### src/rtl/aes_key_expand_seq_pkg.sv
// AES-256 key schedule shared definitions: S-box table, xtime, sequencer states.
// Latency: n/a (constants and pure functions only).
// Backpressure: n/a.
package aes_pkg;

    localparam int         AES256_NUM_RK = 15;
    localparam logic [7:0] AES_RCON_INIT = 8'h01;

    typedef enum logic [1:0] {
        ST_IDLE = 2'd0,
        ST_HI   = 2'd1,
        ST_LO   = 2'd2
    } seq_state_t;

    // Forward AES S-box, entry i is SubBytes(i).
    localparam logic [7:0] AES_SBOX [256] = '{
        8'h63, 8'h7c, 8'h77, 8'h7b, 8'hf2, 8'h6b, 8'h6f, 8'hc5, 8'h30, 8'h01, 8'h67, 8'h2b, 8'hfe, 8'hd7, 8'hab, 8'h76,
        8'hca, 8'h82, 8'hc9, 8'h7d, 8'hfa, 8'h59, 8'h47, 8'hf0, 8'had, 8'hd4, 8'ha2, 8'haf, 8'h9c, 8'ha4, 8'h72, 8'hc0,
        8'hb7, 8'hfd, 8'h93, 8'h26, 8'h36, 8'h3f, 8'hf7, 8'hcc, 8'h34, 8'ha5, 8'he5, 8'hf1, 8'h71, 8'hd8, 8'h31, 8'h15,
        8'h04, 8'hc7, 8'h23, 8'hc3, 8'h18, 8'h96, 8'h05, 8'h9a, 8'h07, 8'h12, 8'h80, 8'he2, 8'heb, 8'h27, 8'hb2, 8'h75,
        8'h09, 8'h83, 8'h2c, 8'h1a, 8'h1b, 8'h6e, 8'h5a, 8'ha0, 8'h52, 8'h3b, 8'hd6, 8'hb3, 8'h29, 8'he3, 8'h2f, 8'h84,
        8'h53, 8'hd1, 8'h00, 8'hed, 8'h20, 8'hfc, 8'hb1, 8'h5b, 8'h6a, 8'hcb, 8'hbe, 8'h39, 8'h4a, 8'h4c, 8'h58, 8'hcf,
        8'hd0, 8'hef, 8'haa, 8'hfb, 8'h43, 8'h4d, 8'h33, 8'h85, 8'h45, 8'hf9, 8'h02, 8'h7f, 8'h50, 8'h3c, 8'h9f, 8'ha8,
        8'h51, 8'ha3, 8'h40, 8'h8f, 8'h92, 8'h9d, 8'h38, 8'hf5, 8'hbc, 8'hb6, 8'hda, 8'h21, 8'h10, 8'hff, 8'hf3, 8'hd2,
        8'hcd, 8'h0c, 8'h13, 8'hec, 8'h5f, 8'h97, 8'h44, 8'h17, 8'hc4, 8'ha7, 8'h7e, 8'h3d, 8'h64, 8'h5d, 8'h19, 8'h73,
        8'h60, 8'h81, 8'h4f, 8'hdc, 8'h22, 8'h2a, 8'h90, 8'h88, 8'h46, 8'hee, 8'hb8, 8'h14, 8'hde, 8'h5e, 8'h0b, 8'hdb,
        8'he0, 8'h32, 8'h3a, 8'h0a, 8'h49, 8'h06, 8'h24, 8'h5c, 8'hc2, 8'hd3, 8'hac, 8'h62, 8'h91, 8'h95, 8'he4, 8'h79,
        8'he7, 8'hc8, 8'h37, 8'h6d, 8'h8d, 8'hd5, 8'h4e, 8'ha9, 8'h6c, 8'h56, 8'hf4, 8'hea, 8'h65, 8'h7a, 8'hae, 8'h08,
        8'hba, 8'h78, 8'h25, 8'h2e, 8'h1c, 8'ha6, 8'hb4, 8'hc6, 8'he8, 8'hdd, 8'h74, 8'h1f, 8'h4b, 8'hbd, 8'h8b, 8'h8a,
        8'h70, 8'h3e, 8'hb5, 8'h66, 8'h48, 8'h03, 8'hf6, 8'h0e, 8'h61, 8'h35, 8'h57, 8'hb9, 8'h86, 8'hc1, 8'h1d, 8'h9e,
        8'he1, 8'hf8, 8'h98, 8'h11, 8'h69, 8'hd9, 8'h8e, 8'h94, 8'h9b, 8'h1e, 8'h87, 8'he9, 8'hce, 8'h55, 8'h28, 8'hdf,
        8'h8c, 8'ha1, 8'h89, 8'h0d, 8'hbf, 8'he6, 8'h42, 8'h68, 8'h41, 8'h99, 8'h2d, 8'h0f, 8'hb0, 8'h54, 8'hbb, 8'h16
    };

    // GF(2^8) multiply by x; used to step Rcon between expansion rounds.
    function automatic logic [7:0] xtime(input logic [7:0] b);
        return {b[6:0], 1'b0} ^ (b[7] ? 8'h1b : 8'h00);
    endfunction

    // Rotate a key word left by one byte.
    function automatic logic [31:0] rot_word(input logic [31:0] w);
        return {w[23:0], w[31:24]};
    endfunction

endpackage

### src/rtl/aes_key_expand_seq_if.sv
// Start/key request and round-key stream bundle for the key expansion sequencer.
// Latency: n/a (wires only).
// Backpressure: outRkValid/inRkReady handshake on the round-key stream.
interface aes_key_expand_seq_if;

    logic         inStart;
    logic [255:0] inKey;
    logic         outBusy;
    logic         outRkValid;
    logic         inRkReady;
    logic [127:0] outRk;
    logic [3:0]   outRkIdx;
    logic         outDone;

    // Requester / round-key consumer side.
    modport master (
        output inStart, inKey, inRkReady,
        input  outBusy, outRkValid, outRk, outRkIdx, outDone
    );

    // Sequencer side.
    modport slave (
        input  inStart, inKey, inRkReady,
        output outBusy, outRkValid, outRk, outRkIdx, outDone
    );

endinterface

### src/rtl/aes_key_expand_seq_sbox.sv
// Single AES S-box byte lookup from the shared table.
// Latency: purely combinational.
// Backpressure: none.
module aes_sbox
    import aes_pkg::*;
(
    input  logic [7:0] din,
    output logic [7:0] dout
);

    assign dout = AES_SBOX[din];

endmodule

### src/rtl/aes_key_expand_seq.sv
// AES-256 key expansion sequencer streaming rk0..rk14 as 128-bit halves of the 256-bit key state.
// Latency: rk0 valid the cycle after start acceptance; one round key per cycle when the consumer is ready.
// Backpressure: round key, index and all state hold while outRkValid is high and inRkReady is low.
module aes_key_expand_seq
    import aes_pkg::*;
(
    input  logic                 inClk,
    input  logic                 inRst,
    aes_key_expand_seq_if.slave  bus
);

    localparam logic [3:0] LAST_IDX = 4'(AES256_NUM_RK - 1);

    seq_state_t   state;
    seq_state_t   state_nxt;
    logic [255:0] reg_state;
    logic [7:0]   reg_rcon;
    logic [3:0]   reg_idx;
    logic         done_q;

    logic         load_key;
    logic         step;
    logic         idx_inc;
    logic         done_nxt;
    logic         rk_valid;
    logic [127:0] rk;
    logic [3:0]   rk_idx;
    logic         busy;

    // Current 8-word window of the schedule, p0 in the MSBs.
    logic [31:0] p0, p1, p2, p3, p4, p5, p6, p7;
    logic [31:0] n0, n1, n2, n3, n4, n5, n6, n7;
    logic [31:0] rot_p7;
    logic [31:0] sub_rot;
    logic [31:0] sub_n3;
    logic [255:0] state_next;

    assign p0 = reg_state[255:224];
    assign p1 = reg_state[223:192];
    assign p2 = reg_state[191:160];
    assign p3 = reg_state[159:128];
    assign p4 = reg_state[127:96];
    assign p5 = reg_state[95:64];
    assign p6 = reg_state[63:32];
    assign p7 = reg_state[31:0];

    assign rot_p7 = rot_word(p7);

    // Two SubWord stages: one on RotWord(p7) for the even half, one on n3 for the odd half.
    for (genvar b = 0; b < 4; b++) begin : g_sbox
        aes_sbox u_sbox_rot (
            .din  (rot_p7[8*b +: 8]),
            .dout (sub_rot[8*b +: 8])
        );
        aes_sbox u_sbox_mid (
            .din  (n3[8*b +: 8]),
            .dout (sub_n3[8*b +: 8])
        );
    end

    assign n0 = p0 ^ sub_rot ^ {reg_rcon, 24'h0};
    assign n1 = p1 ^ n0;
    assign n2 = p2 ^ n1;
    assign n3 = p3 ^ n2;
    assign n4 = p4 ^ sub_n3;
    assign n5 = p5 ^ n4;
    assign n6 = p6 ^ n5;
    assign n7 = p7 ^ n6;

    assign state_next = {n0, n1, n2, n3, n4, n5, n6, n7};

    // FSM state register.
    always_ff @(posedge inClk) begin
        if (inRst) begin
            state <= ST_IDLE;
        end else begin
            state <= state_nxt;
        end
    end

    // Next state, stream outputs and datapath strobes.
    always_comb begin
        state_nxt = state;
        load_key  = 1'b0;
        step      = 1'b0;
        idx_inc   = 1'b0;
        done_nxt  = 1'b0;
        rk_valid  = 1'b0;
        rk        = '0;
        rk_idx    = '0;
        busy      = 1'b0;
        unique case (state)
            ST_IDLE: begin
                if (bus.inStart) begin
                    load_key  = 1'b1;
                    state_nxt = ST_HI;
                end
            end
            ST_HI: begin
                rk_valid = 1'b1;
                rk       = reg_state[255:128];
                rk_idx   = reg_idx;
                busy     = 1'b1;
                if (bus.inRkReady) begin
                    if (reg_idx == LAST_IDX) begin
                        done_nxt  = 1'b1;
                        state_nxt = ST_IDLE;
                    end else begin
                        idx_inc   = 1'b1;
                        state_nxt = ST_LO;
                    end
                end
            end
            ST_LO: begin
                rk_valid = 1'b1;
                rk       = reg_state[127:0];
                rk_idx   = reg_idx;
                busy     = 1'b1;
                if (bus.inRkReady) begin
                    step      = 1'b1;
                    idx_inc   = 1'b1;
                    state_nxt = ST_HI;
                end
            end
            default: begin
                state_nxt = ST_IDLE;
            end
        endcase
    end

    // Key-schedule register stage: load on start, advance one 8-word step per LO handshake.
    always_ff @(posedge inClk) begin
        if (inRst) begin
            reg_state <= '0;
            reg_rcon  <= AES_RCON_INIT;
            reg_idx   <= '0;
        end else if (load_key) begin
            reg_state <= bus.inKey;
            reg_rcon  <= AES_RCON_INIT;
            reg_idx   <= '0;
        end else begin
            if (step) begin
                reg_state <= state_next;
                reg_rcon  <= xtime(reg_rcon);
            end
            if (idx_inc) begin
                reg_idx <= reg_idx + 4'd1;
            end
        end
    end

    // Completion pulse, raised for the cycle after the rk14 handshake.
    always_ff @(posedge inClk) begin
        if (inRst) begin
            done_q <= 1'b0;
        end else begin
            done_q <= done_nxt;
        end
    end

    assign bus.outRkValid = rk_valid;
    assign bus.outRk      = rk;
    assign bus.outRkIdx   = rk_idx;
    assign bus.outBusy    = busy;
    assign bus.outDone    = done_q;

endmodule

### src/flat_wrapper.sv
// flat-port wrapper written by rule: the top's interface ports become plain ports
module aes_key_expand_seq_flat import aes_pkg::*;
  (inClk, inRst, bus_inStart, bus_inKey, bus_inRkReady, bus_outBusy, bus_outRkValid, bus_outRk, bus_outRkIdx, bus_outDone);
  aes_key_expand_seq_if bus_i ();
  input  logic inClk;
  input  logic inRst;
  input wire logic [$bits(bus_i.inStart)-1:0] bus_inStart;
  input wire logic [$bits(bus_i.inKey)-1:0] bus_inKey;
  input wire logic [$bits(bus_i.inRkReady)-1:0] bus_inRkReady;
  output wire logic [$bits(bus_i.outBusy)-1:0] bus_outBusy;
  output wire logic [$bits(bus_i.outRkValid)-1:0] bus_outRkValid;
  output wire logic [$bits(bus_i.outRk)-1:0] bus_outRk;
  output wire logic [$bits(bus_i.outRkIdx)-1:0] bus_outRkIdx;
  output wire logic [$bits(bus_i.outDone)-1:0] bus_outDone;
  assign bus_i.inStart = bus_inStart;
  assign bus_i.inKey = bus_inKey;
  assign bus_i.inRkReady = bus_inRkReady;
  assign bus_outBusy = bus_i.outBusy;
  assign bus_outRkValid = bus_i.outRkValid;
  assign bus_outRk = bus_i.outRk;
  assign bus_outRkIdx = bus_i.outRkIdx;
  assign bus_outDone = bus_i.outDone;
  aes_key_expand_seq u_core (.inClk(inClk), .inRst(inRst), .bus(bus_i));
endmodule
### config.mk
export PLATFORM = sky130hd
export DESIGN_NAME = aes_key_expand_seq_flat
export DESIGN_NICKNAME = d
export VERILOG_FILES = /design/src/rtl/aes_key_expand_seq_pkg.sv /design/src/rtl/aes_key_expand_seq_if.sv /design/src/rtl/aes_key_expand_seq_sbox.sv /design/src/rtl/aes_key_expand_seq.sv /design/src/flat_wrapper.sv
export SDC_FILE = /design/constraint.sdc
export NUM_CORES = 2
export LEC_CHECK = 0
export CAP_MARGIN = 40
export CORE_ASPECT_RATIO = 1.4
export CORE_MARGIN = 4
export CORE_UTILIZATION = 35
export CTS_BUF_LIST = sky130_fd_sc_hd__clkbuf_8 sky130_fd_sc_hd__clkbuf_16
export DETAILED_ROUTE_END_ITERATION = 8
export GPL_TIMING_DRIVEN = 1
export PLACE_DENSITY = 0.53
export SYNTH_ARGS = -nofsm -noshare
export SYNTH_HDL_FRONTEND = slang
export SYNTH_SLANG_ARGS = --single-unit
### constraint.sdc
create_clock -name inClk -period 8.97 [get_ports inClk]
set_input_delay 0.897 -clock inClk [delete_from_list [all_inputs] [get_ports inClk]]
set_output_delay 0.897 -clock inClk [all_outputs]
set_load 0.03 [all_outputs]
* Word level (Yosys, flattened, before mapping)
Memory sizes are Yosys's and may differ from the RTL's.
Index checks and enable logic that the tools add are counted.
** Storage, ports and cells
- Register bits :: 271
- Latch bits :: 0
- Bits in writable memories :: 0
- Bits in read-only memories :: 16384
- Output and inout bits :: 135
- Memories :: 8
** Operators by class
- $add $sub $neg :: 1
- Multipliers :: 0
- Div/mod/pow operators :: 0
- Magnitude comparators :: 8
- Equal/unequal tests :: 6
- Shift-type cells :: 0
- Muxes and demuxes :: 35
- Bitwise operators :: 20
- Reductions and logical operators :: 6
** Memories
- (name not given) :: depth 256, width 8, rd ports 1, clocked after Yosys merged registers in 0, write ports 0, RTL line aes_key_expand_seq_sbox.sv:11 : assign dout = AES_SBOX[din];
- (name not given) :: depth 256, width 8, rd ports 1, clocked after Yosys merged registers in 0, write ports 0, RTL line aes_key_expand_seq_sbox.sv:11
- (name not given) :: depth 256, width 8, rd ports 1, clocked after Yosys merged registers in 0, write ports 0, RTL line aes_key_expand_seq_sbox.sv:11
- (name not given) :: depth 256, width 8, rd ports 1, clocked after Yosys merged registers in 0, write ports 0, RTL line aes_key_expand_seq_sbox.sv:11
- (name not given) :: depth 256, width 8, rd ports 1, clocked after Yosys merged registers in 0, write ports 0, RTL line aes_key_expand_seq_sbox.sv:11
- (name not given) :: depth 256, width 8, rd ports 1, clocked after Yosys merged registers in 0, write ports 0, RTL line aes_key_expand_seq_sbox.sv:11
- +2 memories
** Operator list (count)
- 256-bit two-way mux :: 2
- 32-bit bitwise XOR :: 9
- 128-bit case mux with 2 select lines :: 1
- 8-bit two-way mux :: 16
- 9-bit greater-or-equal comparator (second input constant) :: 8
- 8-bit NOT with 9-bit output :: 8
- 1-bit two-way mux :: 8
- 2-bit two-way mux :: 4
- 8-bit bitwise XOR :: 1
- 2-bit != test (second input constant) :: 3
- 2-bit case mux with 3 select lines :: 1
- 5-bit two-way mux :: 1
- 4-bit by 1-bit adder with 4-bit output (second input constant) :: 1
- 4-bit == test (second input constant) :: 1
- 4-bit two-way mux :: 1
- 2-bit OR reduction :: 2
- 3-bit AND reduction :: 1
- 3-bit OR reduction :: 1
- 2-bit by 1-bit == test with 1-bit output (second input constant) :: 1
- 2-bit == test (second input constant) :: 1
- 2-bit zero test :: 1
- 1-bit NOT :: 2
- 1-bit case mux with 2 select lines :: 1
- 2-bit nonzero test :: 1

* Logic depth before layout (Yosys ltp)
- Depth in word-level cells :: 19
- Depth in mapped cells :: 30
- Mapped depth without buffers :: 22

* By module
A second synthesis with hierarchy kept.
** Second synthesis, totals
- Cells, all modules :: 5956
- Area total of the unflattened synthesis :: 41695.0 um^2
** By module, submodules not included
- aes_sbox :: times used 8, cells an instance 507, area each 3179.3 um^2, seq. area each 0.0 um^2
- aes_key_expand_seq :: times used 1, cells an instance 1900, area each 16260.6 um^2, seq. area each 5425.2 um^2

* Worst setup path after synthesis
Ideal clock, no wire load.
- Path kind :: reg-to-reg
- Start point :: register u_core.reg_state[16]
- End point :: register u_core.reg_state[24]
- Arrival :: 5.910 ns
- Setup slack :: 2.936 ns
- Cell stages (with the launch flop) :: 27
- Clock period less this slack :: 6.034 ns
- Path through :: dfxtp_1 buf_2 clkinv_1 ha_1 buf_2 mux2_2 nand2_1 nor4b_1 or4_1 a32oi_1 xor2_1 inv_1 clkbuf_1 clkbuf_1 ha_1 clkbuf_1 inv_1 nor4_1 nor2_1 o211ai_1 a21oi_1 o311a_1 a311oi_1 nor2_2 xnor3_1 a211oi_1 nor3_1
** On the way
- Longest elaborated chain between the ends :: 19
** RTL lines
- start, declared :: RTL line aes_key_expand_seq.sv:16 : logic [255:0] reg_state;
- start signal, assigned :: RTL line aes_key_expand_seq.sv:138 : reg_state <= bus.inKey;
- start signal, assigned :: RTL line aes_key_expand_seq.sv:143 : reg_state <= state_next;
- 8-bit NOT with 9-bit output (not written as such) :: RTL line aes_key_expand_seq_sbox.sv:11
- memory read 256 x 8 bit
- 8-bit two-way mux (not written as such) (2 in series) :: RTL line aes_key_expand_seq_sbox.sv:11
- 32-bit bitwise XOR (2 in series) :: RTL line aes_key_expand_seq.sv:61 : assign n0 = p0 ^ sub_rot ^ {reg_rcon, 24'h0};
- 32-bit bitwise XOR :: RTL line aes_key_expand_seq.sv:62 : assign n1 = p1 ^ n0;
- 32-bit bitwise XOR :: RTL line aes_key_expand_seq.sv:63 : assign n2 = p2 ^ n1;
- 32-bit bitwise XOR :: RTL line aes_key_expand_seq.sv:64 : assign n3 = p3 ^ n2;
- 8-bit NOT with 9-bit output (not written as such) :: RTL line aes_key_expand_seq_sbox.sv:11
- memory read 256 x 8 bit
- 8-bit two-way mux (not written as such) (2 in series) :: RTL line aes_key_expand_seq_sbox.sv:11
- 32-bit bitwise XOR :: RTL line aes_key_expand_seq.sv:65 : assign n4 = p4 ^ sub_n3;
- 32-bit bitwise XOR :: RTL line aes_key_expand_seq.sv:66 : assign n5 = p5 ^ n4;
- 32-bit bitwise XOR :: RTL line aes_key_expand_seq.sv:67 : assign n6 = p6 ^ n5;
- 32-bit bitwise XOR :: RTL line aes_key_expand_seq.sv:68 : assign n7 = p7 ^ n6;
- 256-bit two-way mux :: RTL line aes_key_expand_seq.sv:142 : if (step) begin
- 256-bit two-way mux :: RTL line aes_key_expand_seq.sv:137 : end else if (load_key) begin
No other way between the ends. The select of a mux whose other input is x is not followed.
A chain may end at the register's enable or synchronous reset.

* Worst setup path after layout
- Start point :: register u_core.reg_state[24]
- End point :: register u_core.reg_state[1]
The elaborated chain is that of the path after synthesis.

==> run metrics <==
status finished, violations left; failing checks DRC; Async S/R FF share, synth 0%; ANT nets after route 0; FMAX roughly 0.12 GHz; final instance area 53600 µm²; Routed wire per std cell 34.53 µm; post-synth cell types 134; Synth Area in XOR/XNOR 8.340%; CP required 9.48 ns; vias after detailed routing 61.20k; Fin Hold WS 0.5105 ns; clk buf depth 3; CP arrival 8.57 ns; Compound-Gate Fraction of Synth Area 40.25%; post-DP HPWL 214700 µm; Post-CTS Resized 0; Initial Util 35.28%; first-pass GRT wire length 422100 µm; period utilisation layout 89.81%; share of layout cells above drive strength 1 9.282%; Nets between 7k and 8k; Ys Warns 0; Setup Crit Path Kind reg2reg; synthesized instance count 6773; hold bufs inserted after CTS 0; CP Launch Type flip-flop; DRC Markers 2; register area share after synthesis between 10% and 20%; DP Area 52320 µm²; Mapped Area 46790 µm²; Synth top area share 11.59%; Post-Syn Nets between 7k and 8k; GP Congestion 1.105; vias per inst about 7.1; TritonCTS clock tree yes; worst-path maximum fanout 27; die area 139700 µm²; crit path time final 8.056 ns; Largest stage delay, worst path 0.81 ns; final setup fails 0; crit end category flip-flop; Yosys top cell by area dfxtp_1; main combinational cell family by area after synthesis compound AO/OA/AOI/OAI gates; FF+latch count, synth around 270; grt total ovfl 0; die width 317.0 µm; initial antenna violation count 23; die height 440.6 µm; Tightest Pin Transition 1.019 ns; Simple-Gate Fraction of Synth Area 24.68%; Routed WL about 300000 µm; worst-path cell chain inv_1, ha_1, nand2b_1, o21ai_0, a221o_1, o221a_2, o32ai_4, xnor2_2, buf_4, inv_2, ha_1, nand2_1, nand3_1, a311oi_1, o21ai_0, nor4b_1, a31oi_1, buf_4, xnor2_1, or3_1, a31oi_1; setup TNS 0 ns; total CTS buffers 36; Port Buffers roughly 390; RSZ-0062 raised after global routing false; syn_area_per_cell between 6 and 7 µm²; Pre-antenna DRT Iters 9; Layout Area Growth over Synthesis 14.56%; largest net degree at the start of global routing 151; CTS Sinks approximately 270; Slowest-stage cell, CP ha_1; Final Hold Viols 0; Slew headroom 30.31%; core area 132700 µm²; Layout Utilization 40.41%; number of global-route vias before repair 57.36k; post-synthesis mux area share 3.578%; fin. max-slew vios 0; top_reg_cell synth dfxtp_1; io pins roughly 400; clk_lat worst skew around 0.65 ns; Starting DRT DRC Count 10.28k; Max Cap Viol 0; Hold Path Class reg2reg; overall routing resource usage 40.20%; number of enable-type register cells in the synthesized netlist 0; H-tree level count 2; most common cell in the netlist o21ai_0; Root Buffer clkbuf_16; largest cells by area after synthesis dfxtp_1, o21ai_0, a21oi_1; Worst Skew 0.03324 ns; Synth Area in Adders 3.326%; Site Rows approximately 160; register clock-pin slew on the reported worst setup and hold paths 0.06 ns; commonest cells in the netlist o21ai_0, nor2_1, a21oi_1, nand2_1, clkbuf_1; Post-CTS Setup Inserts 0
## cell usage in the layout (no fill, tap or decap), types with 195 or more instances in the layout
master           Yosys  routed
clkdlybuf4s50_1      0     393
nor2b_1            222     222
buf_4               48     275
nand3_1            205     205
a21oi_1            522     522
dfxtp_1            271     257
a211oi_1           196     195
o21ai_0            566     564
nor3_1             276     276
nor2_1             523     521
nand2_1            477     475
xnor2_1            261     256
## registers in the layout (all words and copies together), names as in the netlist
| signal | count |
|---|---|
| u_core.reg_idx | 4 |
| u_core.reg_state | 256 |
| u_core.bus.outDone | 1 |
| u_core.state | 2 |
| u_core.reg_rcon | 8 |
## layout make-up
class	count	area (µm²)
clock buffers	42	1006
fillers	14190	79050
repair buffers	714	6531
inverters	104	394.1
clock inverters	24	214.0
flip-flops and latches	271	5458
multi-input cells	5643	37770
diodes	12	30.03
well taps	1760	2202
## cells by family after synthesis
logic type,count (synthesis)
AO/OA/AOI/OAI,2708
AND/OR/NAND/NOR,2280
buffers and inverters,859
XOR/XNOR,413
flip-flops,271
adder cells (fa/ha/maj),125
multiplexers,117
## per-stage QoR
step,cells,setup slack (ns)
final,8570,0.9142
after global routing,8563,0.9280
after CTS,8551,1.310
after detailed placement,8485,1.364
after global placement,8444,1.075
after floorplan,6773,2.936
## critical path: cells and delay by family, from the launching register on
family | cells | cell delay [ns]
XOR/XNOR | 2 | 0.27
buffers and inverters | 4 | 1.34
AND/OR/NAND/NOR | 5 | 2.01
adder cells (fa/ha/maj) | 2 | 1.42
flip-flops | 1 | 0.31
AO/OA/AOI/OAI | 8 | 2.53
## routing by layer
metal | global-route usage [%] | up-vias | part of all wire, %
met1 | 47.16 | 29190 | 36
met5 | 0 | - | 0.043
met3 | 10.38 | 1348 | 11
met2 | 64.48 | 4771 | 45
met4 | 26.57 | 16 | 8.5
li1 | - | 25870 | -
## path summary, 6_finish.rpt
kind / startpoint / endpoint / slack (ns) / cells after the start
max: u_core.reg_state[24] / u_core.reg_state[1] / 0.91 / 21
max reg2reg: u_core.reg_state[24] / u_core.reg_state[1] / 0.91 / 21
min reg2reg: u_core.reg_rcon[2] / u_core.reg_rcon[2] / 0.51 / 2
min: u_core.reg_rcon[2] / u_core.reg_rcon[2] / 0.51 / 2
Power is left out: the tool's default activity adds up to more than one toggle a clock period on the data nets, which glitch-free logic cannot reach.
